<file path="src/rtl/des_region_sequencer_pkg.sv">
// Shared definitions for the DES region sequencer: command codes, FSM state
// encodings and result status values.
package des_region_sequencer_pkg;

   localparam logic [31:0] CMD_SEED    = 32'h1;
   localparam logic [31:0] CMD_POLY    = 32'h2;
   localparam logic [31:0] CMD_START   = 32'h3;
   localparam logic [31:0] CMD_RESTART = 32'h5;

   typedef enum logic [2:0] {
      ST_IDLE,
      ST_POLY,
      ST_SEED,
      ST_START,
      ST_WAIT_DONE,
      ST_CAPTURE,
      ST_RESTART,
      ST_RESULT
   } state_e;

   typedef enum logic [1:0] {
      STATUS_OK      = 2'd0,
      STATUS_ABORTED = 2'd1,
      STATUS_TIMEOUT = 2'd2
   } status_e;

   typedef enum logic [1:0] {
      HS_IDLE,
      HS_VALID,
      HS_RELEASE
   } hs_state_e;

endpackage

</file>
<file path="src/rtl/des_region_sequencer_if.sv">
// Command bus between the region sequencer (master) and the DES block
// wrapper (slave).
interface des_region_sequencer_if;

   logic [31:0] cmd;
   logic        cmd_valid;
   logic [31:0] data_upper;
   logic [31:0] data_lower;
   logic        cmd_read;
   logic        blk_done;
   logic [63:0] blk_counter;

   modport master (
      output cmd, cmd_valid, data_upper, data_lower,
      input  cmd_read, blk_done, blk_counter
   );

   modport slave (
      input  cmd, cmd_valid, data_upper, data_lower,
      output cmd_read, blk_done, blk_counter
   );

endinterface

</file>
<file path="src/rtl/des_region_sequencer_cmd_handshake.sv">
// Four-phase command handshake with the wrapper: raise cmd_valid, wait for
// cmd_read, drop cmd_valid, wait for cmd_read to clear. Each phase is bounded.
module des_cmd_handshake
   import des_region_sequencer_pkg::*;
#(
   parameter int HS_TIMEOUT = 1024
) (
   input  logic clk,
   input  logic rst_n,
   input  logic issue,
   input  logic cmd_read,
   output logic cmd_valid,
   output logic done,
   output logic timeout
);

   localparam int             CW       = (HS_TIMEOUT > 1) ? $clog2(HS_TIMEOUT) : 1;
   localparam logic [CW-1:0] CNT_LAST = CW'(HS_TIMEOUT - 1);

   hs_state_e     state_q, state_d;
   logic [CW-1:0] cnt_q, cnt_d;

   always_ff @(posedge clk) begin
      if (!rst_n) begin
         state_q <= HS_IDLE;
         cnt_q   <= '0;
      end else begin
         state_q <= state_d;
         cnt_q   <= cnt_d;
      end
   end

   // cnt_q counts cycles spent in the current phase; it restarts on every phase change
   always_comb begin
      state_d = state_q;
      cnt_d   = cnt_q;
      done    = 1'b0;
      timeout = 1'b0;
      case (state_q)
         HS_VALID: begin
            if (cmd_read) begin
               state_d = HS_RELEASE;
               cnt_d   = '0;
            end else if (cnt_q == CNT_LAST) begin
               state_d = HS_IDLE;
               timeout = 1'b1;
            end else begin
               cnt_d = cnt_q + CW'(1);
            end
         end
         HS_RELEASE: begin
            if (!cmd_read) begin
               state_d = HS_IDLE;
               done    = 1'b1;
            end else if (cnt_q == CNT_LAST) begin
               state_d = HS_IDLE;
               timeout = 1'b1;
            end else begin
               cnt_d = cnt_q + CW'(1);
            end
         end
         default: ;
      endcase
      if (issue) begin
         state_d = HS_VALID;
         cnt_d   = '0;
      end
   end

   assign cmd_valid = (state_q == HS_VALID);

endmodule

</file>
<file path="src/rtl/des_region_sequencer.sv">
// Walks a job through its regions on the DES wrapper: program the polynomial
// once, then seed/start/wait/capture/restart per region and report statistics.
module des_region_sequencer
   import des_region_sequencer_pkg::*;
#(
   parameter logic [63:0] SEED_STEP  = 64'h0000_0001_0000_0000,
   parameter int          HS_TIMEOUT = 1024
) (
   input  logic                          clk,
   input  logic                          rst_n,
   input  logic                          job_valid,
   output logic                          job_ready,
   input  logic [63:0]                   job_seed,
   input  logic [63:0]                   job_poly,
   input  logic [15:0]                   job_regions,
   input  logic                          abort,
   des_region_sequencer_if.master        bus,
   output logic                          res_valid,
   input  logic                          res_ready,
   output logic [79:0]                   res_total,
   output logic [63:0]                   res_max,
   output logic [15:0]                   res_max_idx,
   output logic [1:0]                    res_status,
   output logic                          busy
);

   state_e      state_q, state_d;
   status_e     status_q, status_d;
   logic [63:0] seed_q, seed_d;
   logic [15:0] regions_q, regions_d;
   logic [15:0] idx_q, idx_d;
   logic [79:0] total_q, total_d;
   logic [63:0] max_q, max_d;
   logic [15:0] max_idx_q, max_idx_d;
   logic        abort_pend_q, abort_pend_d;
   logic [31:0] cmd_q, cmd_d;
   logic [63:0] data_q, data_d;

   logic        hs_issue, hs_done, hs_timeout, hs_cmd_valid;
   logic        abort_now;
   logic [15:0] idx_next;
   logic [63:0] seed_next;

   des_cmd_handshake #(
      .HS_TIMEOUT (HS_TIMEOUT)
   ) u_handshake (
      .clk       (clk),
      .rst_n     (rst_n),
      .issue     (hs_issue),
      .cmd_read  (bus.cmd_read),
      .cmd_valid (hs_cmd_valid),
      .done      (hs_done),
      .timeout   (hs_timeout)
   );

   always_ff @(posedge clk) begin
      if (!rst_n) begin
         state_q      <= ST_IDLE;
         status_q     <= STATUS_OK;
         seed_q       <= '0;
         regions_q    <= '0;
         idx_q        <= '0;
         total_q      <= '0;
         max_q        <= '0;
         max_idx_q    <= '0;
         abort_pend_q <= 1'b0;
         cmd_q        <= '0;
         data_q       <= '0;
      end else begin
         state_q      <= state_d;
         status_q     <= status_d;
         seed_q       <= seed_d;
         regions_q    <= regions_d;
         idx_q        <= idx_d;
         total_q      <= total_d;
         max_q        <= max_d;
         max_idx_q    <= max_idx_d;
         abort_pend_q <= abort_pend_d;
         cmd_q        <= cmd_d;
         data_q       <= data_d;
      end
   end

   assign abort_now = abort_pend_q | abort;
   assign idx_next  = idx_q + 16'd1;
   assign seed_next = seed_q + SEED_STEP;

   // cmd_q/data_q only load together with hs_issue, which keeps them frozen for the whole handshake
   always_comb begin
      state_d      = state_q;
      status_d     = status_q;
      seed_d       = seed_q;
      regions_d    = regions_q;
      idx_d        = idx_q;
      total_d      = total_q;
      max_d        = max_q;
      max_idx_d    = max_idx_q;
      abort_pend_d = abort_pend_q;
      cmd_d        = cmd_q;
      data_d       = data_q;
      hs_issue     = 1'b0;
      case (state_q)
         ST_IDLE: begin
            if (job_valid) begin
               seed_d       = job_seed;
               regions_d    = job_regions;
               idx_d        = '0;
               total_d      = '0;
               max_d        = '0;
               max_idx_d    = '0;
               status_d     = STATUS_OK;
               abort_pend_d = 1'b0;
               if (job_regions == 16'd0) begin
                  state_d = ST_RESULT;
               end else begin
                  state_d  = ST_POLY;
                  hs_issue = 1'b1;
                  cmd_d    = CMD_POLY;
                  data_d   = job_poly;
               end
            end
         end
         ST_POLY: begin
            if (hs_timeout) begin
               state_d  = ST_RESULT;
               status_d = STATUS_TIMEOUT;
            end else if (hs_done) begin
               state_d  = ST_SEED;
               hs_issue = 1'b1;
               cmd_d    = CMD_SEED;
               data_d   = seed_q;
            end
         end
         ST_SEED, ST_START: begin
            abort_pend_d = abort_now;
            if (hs_timeout) begin
               state_d  = ST_RESULT;
               status_d = STATUS_TIMEOUT;
            end else if (hs_done) begin
               if (abort_now) begin
                  state_d  = ST_RESTART;
                  hs_issue = 1'b1;
                  cmd_d    = CMD_RESTART;
                  data_d   = '0;
               end else if (state_q == ST_SEED) begin
                  state_d  = ST_START;
                  hs_issue = 1'b1;
                  cmd_d    = CMD_START;
                  data_d   = '0;
               end else begin
                  state_d = ST_WAIT_DONE;
               end
            end
         end
         ST_WAIT_DONE: begin
            if (bus.blk_done) begin
               state_d = ST_CAPTURE;
            end else if (abort) begin
               abort_pend_d = 1'b1;
               state_d      = ST_RESTART;
               hs_issue     = 1'b1;
               cmd_d        = CMD_RESTART;
               data_d       = '0;
            end
         end
         ST_CAPTURE: begin
            total_d = total_q + {16'd0, bus.blk_counter};
            if (bus.blk_counter > max_q) begin
               max_d     = bus.blk_counter;
               max_idx_d = idx_q;
            end
            state_d  = ST_RESTART;
            hs_issue = 1'b1;
            cmd_d    = CMD_RESTART;
            data_d   = '0;
         end
         ST_RESTART: begin
            if (hs_timeout) begin
               state_d  = ST_RESULT;
               status_d = STATUS_TIMEOUT;
            end else if (hs_done) begin
               if (abort_pend_q) begin
                  state_d  = ST_RESULT;
                  status_d = STATUS_ABORTED;
               end else begin
                  idx_d  = idx_next;
                  seed_d = seed_next;
                  if (idx_next == regions_q) begin
                     state_d = ST_RESULT;
                  end else begin
                     state_d  = ST_SEED;
                     hs_issue = 1'b1;
                     cmd_d    = CMD_SEED;
                     data_d   = seed_next;
                  end
               end
            end
         end
         ST_RESULT: begin
            if (res_ready) begin
               state_d = ST_IDLE;
            end
         end
         default: state_d = ST_IDLE;
      endcase
   end

   assign job_ready      = (state_q == ST_IDLE);
   assign busy           = (state_q != ST_IDLE);
   assign res_valid      = (state_q == ST_RESULT);
   assign res_total      = total_q;
   assign res_max        = max_q;
   assign res_max_idx    = max_idx_q;
   assign res_status     = status_q;
   assign bus.cmd        = cmd_q;
   assign bus.cmd_valid  = hs_cmd_valid;
   assign bus.data_upper = data_q[63:32];
   assign bus.data_lower = data_q[31:0];

endmodule
</file>
<file path="src/flat_wrapper.sv">
// flat-port wrapper written by rule: the top's interface ports become plain ports
module des_region_sequencer_flat import des_region_sequencer_pkg::*;
#(
   parameter logic [63:0] SEED_STEP  = 64'h0000_0001_0000_0000,
   parameter int          HS_TIMEOUT = 1024
)
  (clk, rst_n, job_valid, job_ready, job_seed, job_poly, job_regions, abort, res_valid, res_ready, res_total, res_max, res_max_idx, res_status, busy, bus_cmd, bus_cmd_valid, bus_data_upper, bus_data_lower, bus_cmd_read, bus_blk_done, bus_blk_counter);
  des_region_sequencer_if bus_i ();
  input  logic clk;
  input  logic rst_n;
  input  logic job_valid;
  output logic job_ready;
  input  logic [63:0] job_seed;
  input  logic [63:0] job_poly;
  input  logic [15:0] job_regions;
  input  logic abort;
  output logic res_valid;
  input  logic res_ready;
  output logic [79:0] res_total;
  output logic [63:0] res_max;
  output logic [15:0] res_max_idx;
  output logic [1:0] res_status;
  output logic busy;
  output wire logic [$bits(bus_i.cmd)-1:0] bus_cmd;
  output wire logic [$bits(bus_i.cmd_valid)-1:0] bus_cmd_valid;
  output wire logic [$bits(bus_i.data_upper)-1:0] bus_data_upper;
  output wire logic [$bits(bus_i.data_lower)-1:0] bus_data_lower;
  input wire logic [$bits(bus_i.cmd_read)-1:0] bus_cmd_read;
  input wire logic [$bits(bus_i.blk_done)-1:0] bus_blk_done;
  input wire logic [$bits(bus_i.blk_counter)-1:0] bus_blk_counter;
  assign bus_cmd = bus_i.cmd;
  assign bus_cmd_valid = bus_i.cmd_valid;
  assign bus_data_upper = bus_i.data_upper;
  assign bus_data_lower = bus_i.data_lower;
  assign bus_i.cmd_read = bus_cmd_read;
  assign bus_i.blk_done = bus_blk_done;
  assign bus_i.blk_counter = bus_blk_counter;
  des_region_sequencer #(.SEED_STEP(SEED_STEP), .HS_TIMEOUT(HS_TIMEOUT)) u_core (.clk(clk), .rst_n(rst_n), .job_valid(job_valid), .job_ready(job_ready), .job_seed(job_seed), .job_poly(job_poly), .job_regions(job_regions), .abort(abort), .bus(bus_i), .res_valid(res_valid), .res_ready(res_ready), .res_total(res_total), .res_max(res_max), .res_max_idx(res_max_idx), .res_status(res_status), .busy(busy));
endmodule
</file>
<file path="config.mk">
export PLATFORM = sky130hd
export DESIGN_NAME = des_region_sequencer_flat
export DESIGN_NICKNAME = d
export VERILOG_FILES = /design/src/rtl/des_region_sequencer_pkg.sv /design/src/rtl/des_region_sequencer_if.sv /design/src/rtl/des_region_sequencer_cmd_handshake.sv /design/src/rtl/des_region_sequencer.sv /design/src/flat_wrapper.sv
export SDC_FILE = /design/constraint.sdc
export NUM_CORES = 1
export LEC_CHECK = 0
export ABC_AREA = 1
export ABC_CLOCK_PERIOD_IN_PS = 2350
export CAP_MARGIN = 20
export CORE_AREA = 2 2 225 227
export DETAILED_ROUTE_END_ITERATION = 6
export DIE_AREA = 0 0 227 229
export PLACE_DENSITY_LB_ADDON = 0.12
export SYNTH_ARGS = -nofsm -noshare
export SYNTH_HDL_FRONTEND = slang
export SYNTH_SLANG_ARGS = --single-unit
</file>
<file path="constraint.sdc">
create_clock -name clk -period 2.35 [get_ports clk]
set_input_delay 0.3525 -clock clk [delete_from_list [all_inputs] [get_ports clk]]
set_output_delay 0.3525 -clock clk [all_outputs]
set_load 0.02 [all_outputs]
</file>
; ---- Word level (Yosys, flattened, before mapping)
; Index checks and enable logic that the tools add are counted.
[totals]
ff_bits = 370
output_inout_bits = 262
elab_cells = 179
[op_classes]
addsub = 4
n_lt_le_gt_ge = 1
eq_ne = 33
n_mux = 103
bitwise_logic = 2
n_reduce_logical = 22
[op_table]
columns = op, count
row1 = 2-to-1 mux 64 bit, 20
row2 = 2-to-1 mux 32 bit, 14
row3 = case mux 64 bit (6 select lines), 1
row4 = case mux 64 bit (2 select lines), 2
row5 = case mux 32 bit (6 select lines), 1
row6 = case mux 80 bit (2 select lines), 1
row7 = adder 80 x 64 -> 80 bit, 1
row8 = 2-to-1 mux 16 bit, 5
row9 = 2-to-1 mux 80 bit, 1
row10 = "adder 64 x 33 -> 64 bit, second input constant", 1
row11 = > comparator 64 bit, 1
row12 = case mux 16 bit (2 select lines), 2
row13 = 2-to-1 mux 3 bit, 15
row14 = 2-to-1 mux 10 bit, 3
row15 = 2-to-1 mux 1 bit, 23
row16 = case mux 3 bit (7 select lines), 1
row17 = "!= test 2 bit, second input constant", 10
row18 = case mux 10 bit (2 select lines), 1
row19 = "adder 16 x 1 -> 16 bit, second input constant", 1
row20 = equality test 16 bit, 1
row21 = zero test 16 bit, 1
row22 = 2-to-1 mux 2 bit, 8
row23 = "!= test 3 x 1 -> 1 bit, second input constant", 5
row24 = AND reduction 14 bit, 1
row25 = 27 further kinds, 45

; ---- Longest topological paths before layout
; Gate-level depths: netlist of run 1.
[logic_depth]
depth_word = 8
mapped_depth = 19

; ---- Cells and area by module
; A second synthesis of run 1 with hierarchy kept.
[hier_totals]
cells_unflattened = 3585
hier_area_um2 = 22587.9
[by_module_without_submodules]
columns = mod, instances, cells_per_inst, area_each_um2, seq_area_each_um2
row1 = des_region_sequencer, 1, 3464, 21813.4, 6586.3
row2 = des_cmd_handshake, 1, 121, 774.5, 240.2

; ---- Least setup slack after synthesis of run 1
; OpenSTA, ideal clock, no wires.
[synth_timing]
kind = register -> register
start = register u_core.total_q[0], in the netlist u_core.res_total[0]
end = register u_core.total_q[34], in the netlist u_core.res_total[34]
arrival_time_ns = 2.385
required_time_ns = 2.218
setup_slack_ns = -0.167
path_stages_with_launch = 15
path_buffers = 0
cell_sequence = dfxtp_1 -> ha_1 -> inv_1 -> fa_1 -> inv_1 -> nand3_1 -> nand2_1 -> nand2_1 -> nand2_1 -> a21oi_1 -> o21ai_0 -> a21oi_1 -> or2_2 -> nand3_1 -> a21oi_1
[synth_between]
elab_chain_cells = 2
[synth_rtl]
columns = item, line_no
row1 = from (decl), des_region_sequencer.sv:32  ; logic [79:0] total_q, total_d;
row2 = from (signal assigned), des_region_sequencer.sv:75  ; total_q <= total_d;
row3 = adder 80 x 64 -> 80 bit, des_region_sequencer.sv:167  ; total_d = total_q + {16'd0, bus.blk_counter};
row4 = case mux 80 bit (2 select lines), des_region_sequencer.sv:102  ; case (state_q)
; Every way passes these cells.
; A chain may end at the register's enable or synchronous reset.

; ---- Worst setup path in the final report of run 1
[layout_timing]
start = register u_core.max_q[3], in the netlist u_core.res_max[3]
end = register u_core.max_q[1], in the netlist u_core.res_max[1]
[layout_between]
elab_chain_cells = 3
[layout_rtl]
columns = item, line_no
row1 = from (decl), des_region_sequencer.sv:33  ; logic [63:0] max_q, max_d;
row2 = from (signal assigned), des_region_sequencer.sv:76  ; max_q <= max_d;
row3 = > comparator 64 bit, des_region_sequencer.sv:168  ; if (bus.blk_counter > max_q) begin
row4 = != test 2 x 1 -> 1 bit (no line), -
row5 = AND reduction 3 bit (no line), -
; Every way passes these cells.

==> results.toml, run 1 <==
[worst_setup_path]
path_cells = "inv_1 -> ha_1 -> nand2_1 -> o21ai_2 -> nand2_1 -> nand2_1 -> nand2_1 -> nand3_2 -> nand2_4 -> nand2_4 -> nand2_4 -> nand2_8 -> nand2_8 -> buf_12 -> buf_12 -> buf_16 -> nand3_2 -> a21oi_2"
cp-startpoint = "u_core.res_max[3]"
endpoint_kind = "flop"
crit_top_cell = "nand2_1"
cp_slowest_cell = "dfxtp_1"
worstPathRequired_ns = 2.80
r2r-start = "u_core.res_max[3]"
worstPathArrival_ns = 3.12
max_stage_delay_ns = 0.37
crit_type = "flop to flop"
start_kind = "flop"
crit_fanout = 8

[power]
p_per_area_mw_per_mm2 = 811
p_leak_uw = 0.0153
irDropWorstVdd_mv = 0.856

[synth]
synth_flop_cell = "dfxtp_1"
ys_ff_latch = 341
async_reset_ff_frac = 0
synthCells = 3549
ys.warnings.count = 0
synth_edf_count = 0
syn_area_mm2 = 0.0226
yosysUniqueCellTypes = 50
synth.avg_cell_area_um2 = 6.36
ys_seq_area_frac = 0.302

[clock_network]
cts_root_buf = "clkbuf_16"
cts_hold_buf = 0
h-tree-depth = 2
cts_made_buffers = 42
clockBufferDepth = 3
cts_sinks = 341
cts_tree = "done"
clkTransAtPathRegs_ns = 0.06
clk_latency_ns = 0.60

[hold_path]
hold_start = "bus_blk_counter[12]"
hold_class = "input port to flop"

[timing]
fin_crit_ns = 2.66
grt_setup_unrepaired = "yes"
post-route-period-util = 1.13
setup_violations = 176
finClkSkew_ns = 0.0183
tightestPinTransition_ns = 0.886
drv_slew = 0
worst_slack_ns = -0.315
hold_violations = 0
hold_slack_ns = 0.158
fin_setup_tns_ns = -28.93
slew_headroom = 0.409
fmax_ghz = 0.375

[layout]
design_area_mm2 = 0.0379
area_growth_pct = 67.9
layout_common_cells = "nand2_1, buf_4, clkdlybuf4s50_1"
final_nets = 4905
final_common_cell = "nand2_1"
layout-drive-gt1-share = 0.291
final_cells = 5263
final_core_util = 0.764

[floorplanning]
rows = 82
die_y_um = 229
design.core.area_mm2 = 0.0497
ios = 477
die_area_mm2 = 0.0520
die_width_um = 227
initial_core_util = 0.455

[global_routing]
gr-total-overflow = 0
grt_pass1_vias = 27700
grt_max_degree = 94
grt_first_pass_wirelength_um = 155000
track_usage = 0.382
antenna_found_initial = 4

[outcome]
violations = "negative setup slack"
status = "complete, but fails checks"

[placed_design]
numPlacedInstances = 5085
placed_cell_area_mm2 = 0.0318
routabilityCongestion = 1.04
dpl.hpwl_um = 71300
port_buffers = 447

[detailed_routing]
via_per_inst = 5.69
drt-total-wl_um = 110000
drt_iter0_drc = 2827
wire_per_inst_um = 20.8
drc = 0
postRouteAntennaNets = 0
vias = 30000
drt-pass1-iter-count = 6

[job]
cap_violations = 0
==> layer usage <==
metal / GRT usage / vias to the layer above / share of wire
li1: - / 14000 / -
met1: 0.449 / 13900 / 0.36
met2: 0.645 / 1636 / 0.47
met3: 0.0680 / 474 / 0.091
met4: 0.230 / 6 / 0.076
met5: 0 / - / 0.00034
==> timing repair <==
| action | in CTS | in global routing |
|---|---|---|
| setup endpoints to repair | 229 | 271 |
| endpoints found under the hold margin | 0 | 0 |
| resized for setup | 300 | 521 |
| pin swaps | 94 | 132 |
| gates cloned | 31 | 16 |
| setup buffers | 41 | 24 |
==> stage by stage <==
step / setup slack [ns] / power, µW
after floorplan: 0.0142 / 14500
after global placement: -0.912 / 19800
after detailed placement: -0.859 / 19900
after CTS: -0.148 / 28600
after global routing: -0.493 / 32100
final: -0.315 / 30700
==> final timing paths <==
kind / end / slack [ns] / depth (start not counted)
min: u_core.res_max[12] / 0.16 / 3
max: u_core.res_max[1] / -0.31 / 18
min reg2reg: u_core.seed_q[10] / 0.46 / 2
max reg2reg: u_core.res_max[1] / -0.31 / 18
==> power breakdown <==
group / leakage, µW / total (µW) / internal (µW) / switching, µW
Clock: 0.000689 / 6830 / 3990 / 2840
Combinational: 0.0118 / 15900 / 6970 / 8970
Sequential: 0.00279 / 7990 / 6920 / 1070
==> state kept, by name, indices dropped and copies added, names as in the netlist, 10 cells and up <==
name                      flops
u_core.res_max               64
u_core.res_max_idx           16
u_core.u_handshake.cnt_q     10
u_core.regions_q             16
u_core.idx_q                 16
u_core.seed_q                64
u_core.res_total             80
u_core.data_q                64
==> cell usage after synthesis (17+ instances only) <==
cell type	n	area (µm²)
nand2_1	769	2890
a21oi_1	524	2620
nor2_1	348	1310
inv_1	347	1300
dfxtp_1	341	6830
nand3_1	325	1630
o21ai_0	228	1140
clkbuf_1	136	510
ha_1	133	1660
nand4_1	93	582
nor3_1	48	240
a22o_1	31	272
buf_4	31	233
nand3b_1	26	195
or2_2	24	150
nor4_1	17	106
==> cell type report <==
cell class,count,area (µm²)
fill,3735,11700
sequential,341,6870
clock inverter,15,194
antenna,1,2.50
timing repair buffer,1120,10900
tap,672,841
clock buffer,63,1230
inverter,354,1340
multi-input combinational,2697,16600
==> worst max-delay path, delay by kind of cell (launching register included) <==
family	cells	cell delay, ns
buffers and inverters	4	0.50
adder cells (fa/ha/maj)	1	0.33
AO/OA/AOI/OAI	2	0.30
AND/OR/NAND/NOR	11	1.01
flip-flops	1	0.37
==> kinds of logic after synthesis <==
logic type	count (synthesis)	share of synthesized area
AO/OA/AOI/OAI	853	0.201
other	1	0.000166
multiplexers	1	0.000443
flip-flops	341	0.302
AND/OR/NAND/NOR	1668	0.320
XOR/XNOR	12	0.00465
adder cells (fa/ha/maj)	134	0.0746
buffers and inverters	539	0.0971
Power figures use the tool's default switching activity.
==> inputs of run 2 (changes only) <==
- DONT_BUFFER_PORTS: not set -> 1
==> run 2 against run 1 <==
Net effect:
- the run still ends with negative setup slack left
- global-route usage up 0.31 points
- critical path depth fell by 3
- via count down 5.9%
- sequential share of layout area up 1.9 points
- routed wire length down 2.2%
- clock power fell by 3.4%
- die area unchanged
==> results.toml, run 2 (synthesis results as in run 1) <==
[outcome]
status = "complete, but fails checks"
violations = "negative setup slack"

[hold_path]
hold_class = "input port to flop"
hold_end = "u_core.seed_q[37]"
hold_start = "job_seed[37]"
min_delay_path_depth = 2

[floorplanning]
rows = 82
initial_core_util = 0.455
die_y_um = 229
design.core.area_mm2 = 0.0497
ios = 477
die_width_um = 227
die_area_mm2 = 0.0520

[worst_setup_path]
worstPathRequired_ns = 2.87
path_cells = "inv_1 -> ha_1 -> nand2_1 -> inv_1 -> nand3_1 -> nor3_2 -> buf_4 -> nand4_1 -> buf_6 -> nor2_4 -> nor2_4 -> nand2_8 -> bufbuf_16 -> nand3_1 -> a21oi_2"
r2r-start = "u_core.res_max[19]"
crit_fanout = 6
max_stage_delay_ns = 0.32
reg2reg_slack_ns = -0.31
cp_slowest_cell = "dfxtp_1"
crit_type = "flop to flop"
worstPathArrival_ns = 3.18
ff2ff_path_depth = 15
start_kind = "flop"
endpoint_kind = "flop"
r2r-end = "u_core.res_max[58]"

[detailed_routing]
drt-total-wl_um = 107000
via_per_inst = 5.78
drt-pass1-iter-count = 6
top_layer = "met5"
drt_iter0_drc = 2290
postRouteAntennaNets = 0
wl_met2_um = 51700
routedLengthMet1_um = 39900
routed-wl-met3_um = 8650
drc = 0
vias = 28200
wire_per_inst_um = 22.0

[clock_network]
clkTransAtPathRegs_ns = 0.06
clk_latency_ns = 0.60
cts_sinks = 341
cts_tree = "done"
h-tree-depth = 2
cts_made_buffers = 40
clockBufferDepth = 3
cts_root_buf = "clkbuf_16"

[global_routing]
gr-total-overflow = 0
grt_pass1_vias = 27200
grt_max_degree = 87
antenna_found_initial = 2
track_usage = 0.385
grt_first_pass_wirelength_um = 155000

[timing]
setup_violations = 155
worst_slack_ns = -0.312
post-route-period-util = 1.13
fin_crit_ns = 2.66
grt_setup_unrepaired = "yes"
finClkSkew_ns = 0.0195
drv_slew = 0
hold_violations = 0
tightestPinTransition_ns = 1.30
fmax_ghz = 0.376
slew_headroom = 0.126

[power]
p_leak_uw = 0.0137
irDropWorstVdd_mv = 0.747
p_per_area_mw_per_mm2 = 850

[layout]
layout-drive-gt1-share = 0.318
final_cells = 4878
layout_common_cells = "nand2_1, buf_4, a21oi_1"
final_nets = 4526
final_common_cell = "nand2_1"
area_growth_pct = 51.8
largest_reg_flops = 80

[placed_design]
numPlacedInstances = 4574
routabilityCongestion = 1.03
dpl.hpwl_um = 73600
port_buffers = 0
place_ws_ns = -0.680

[job]
cap_violations = 0
## run 2: repair_timing
action / in CTS / in global routing
hold endpoints to repair: 192 / 0
hold buffers: 143 / 0
buffers inserted: 39 / 29
pin swaps: 48 / 148
endpoints found under the setup margin: 219 / 260
resized for setup: 281 / 625
cloned: 22 / 8
## run 2: worst max-delay path by stage
stage,to,startpoint,cells past startpoint,slack [ns]
floorplan,u_core.res_total[34],u_core.res_total[0],14,0.01
global placement,u_core.res_max_idx[5],u_core.res_max[63],13,-0.62
detailed placement,u_core.res_max_idx[4],u_core.res_max[63],13,-0.68
CTS,u_core.res_max[43],u_core.res_max[29],16,-0.14
global route,u_core.res_max[58],u_core.res_max[18],15,-0.36
finish,u_core.res_max[58],u_core.res_max[19],15,-0.31
## run 2: cell type report
class,instances,area [µm²]
multi-input combinational,2699,16900
tap,672,841
timing repair buffer,741,6970
antenna,1,2.50
sequential,341,6870
fill,4299,15400
clock inverter,12,178
inverter,354,1340
clock buffer,58,1200
## run 2: stage by stage
step | util | cell area [µm²] | TNS, ns | hold WS [ns] | power (µW)
2_1_floorplan | - | 22700 | 0 | 0.441 | 14500
3_3_place_gp | 0.539 | 26800 | -68.20 | 0.448 | 18100
3_5_place_dp | 0.539 | 26800 | -81.09 | 0.455 | 18300
4_1_cts | 0.636 | 31600 | -11.69 | 0.00393 | 27300
5_1_grt | 0.690 | 34300 | -36.93 | 0.0275 | 30500
6_report | 0.690 | 34300 | -22.68 | 0.0148 | 29200
## run 2: worst max-delay path: cells and delay by family (launching register included)
| kind | cells | cell delay, ns |
|---|---|---|
| AOI/OAI and AO/OA | 1 | 0.17 |
| adders and majority gates | 1 | 0.31 |
| and+or+nand+nor | 8 | 1.04 |
| DFF | 1 | 0.32 |
| buffers and inverters | 5 | 0.75 |
## run 2: layer usage
layer | up-vias | global-route usage
li1 | 13200 | -
met1 | 13400 | 0.433
met2 | 1241 | 0.660
met3 | 356 | 0.0985
met4 | 2 | 0.213
met5 | - | 0
## run 2: where the power goes
| part | total, µW | leakage, µW | internal, µW | switching (µW) |
|---|---|---|---|---|
| registers | 8600 | 0.00279 | 6910 | 1690 |
| logic | 13900 | 0.0102 | 5830 | 8120 |
| clock network | 6600 | 0.000674 | 3790 | 2810 |
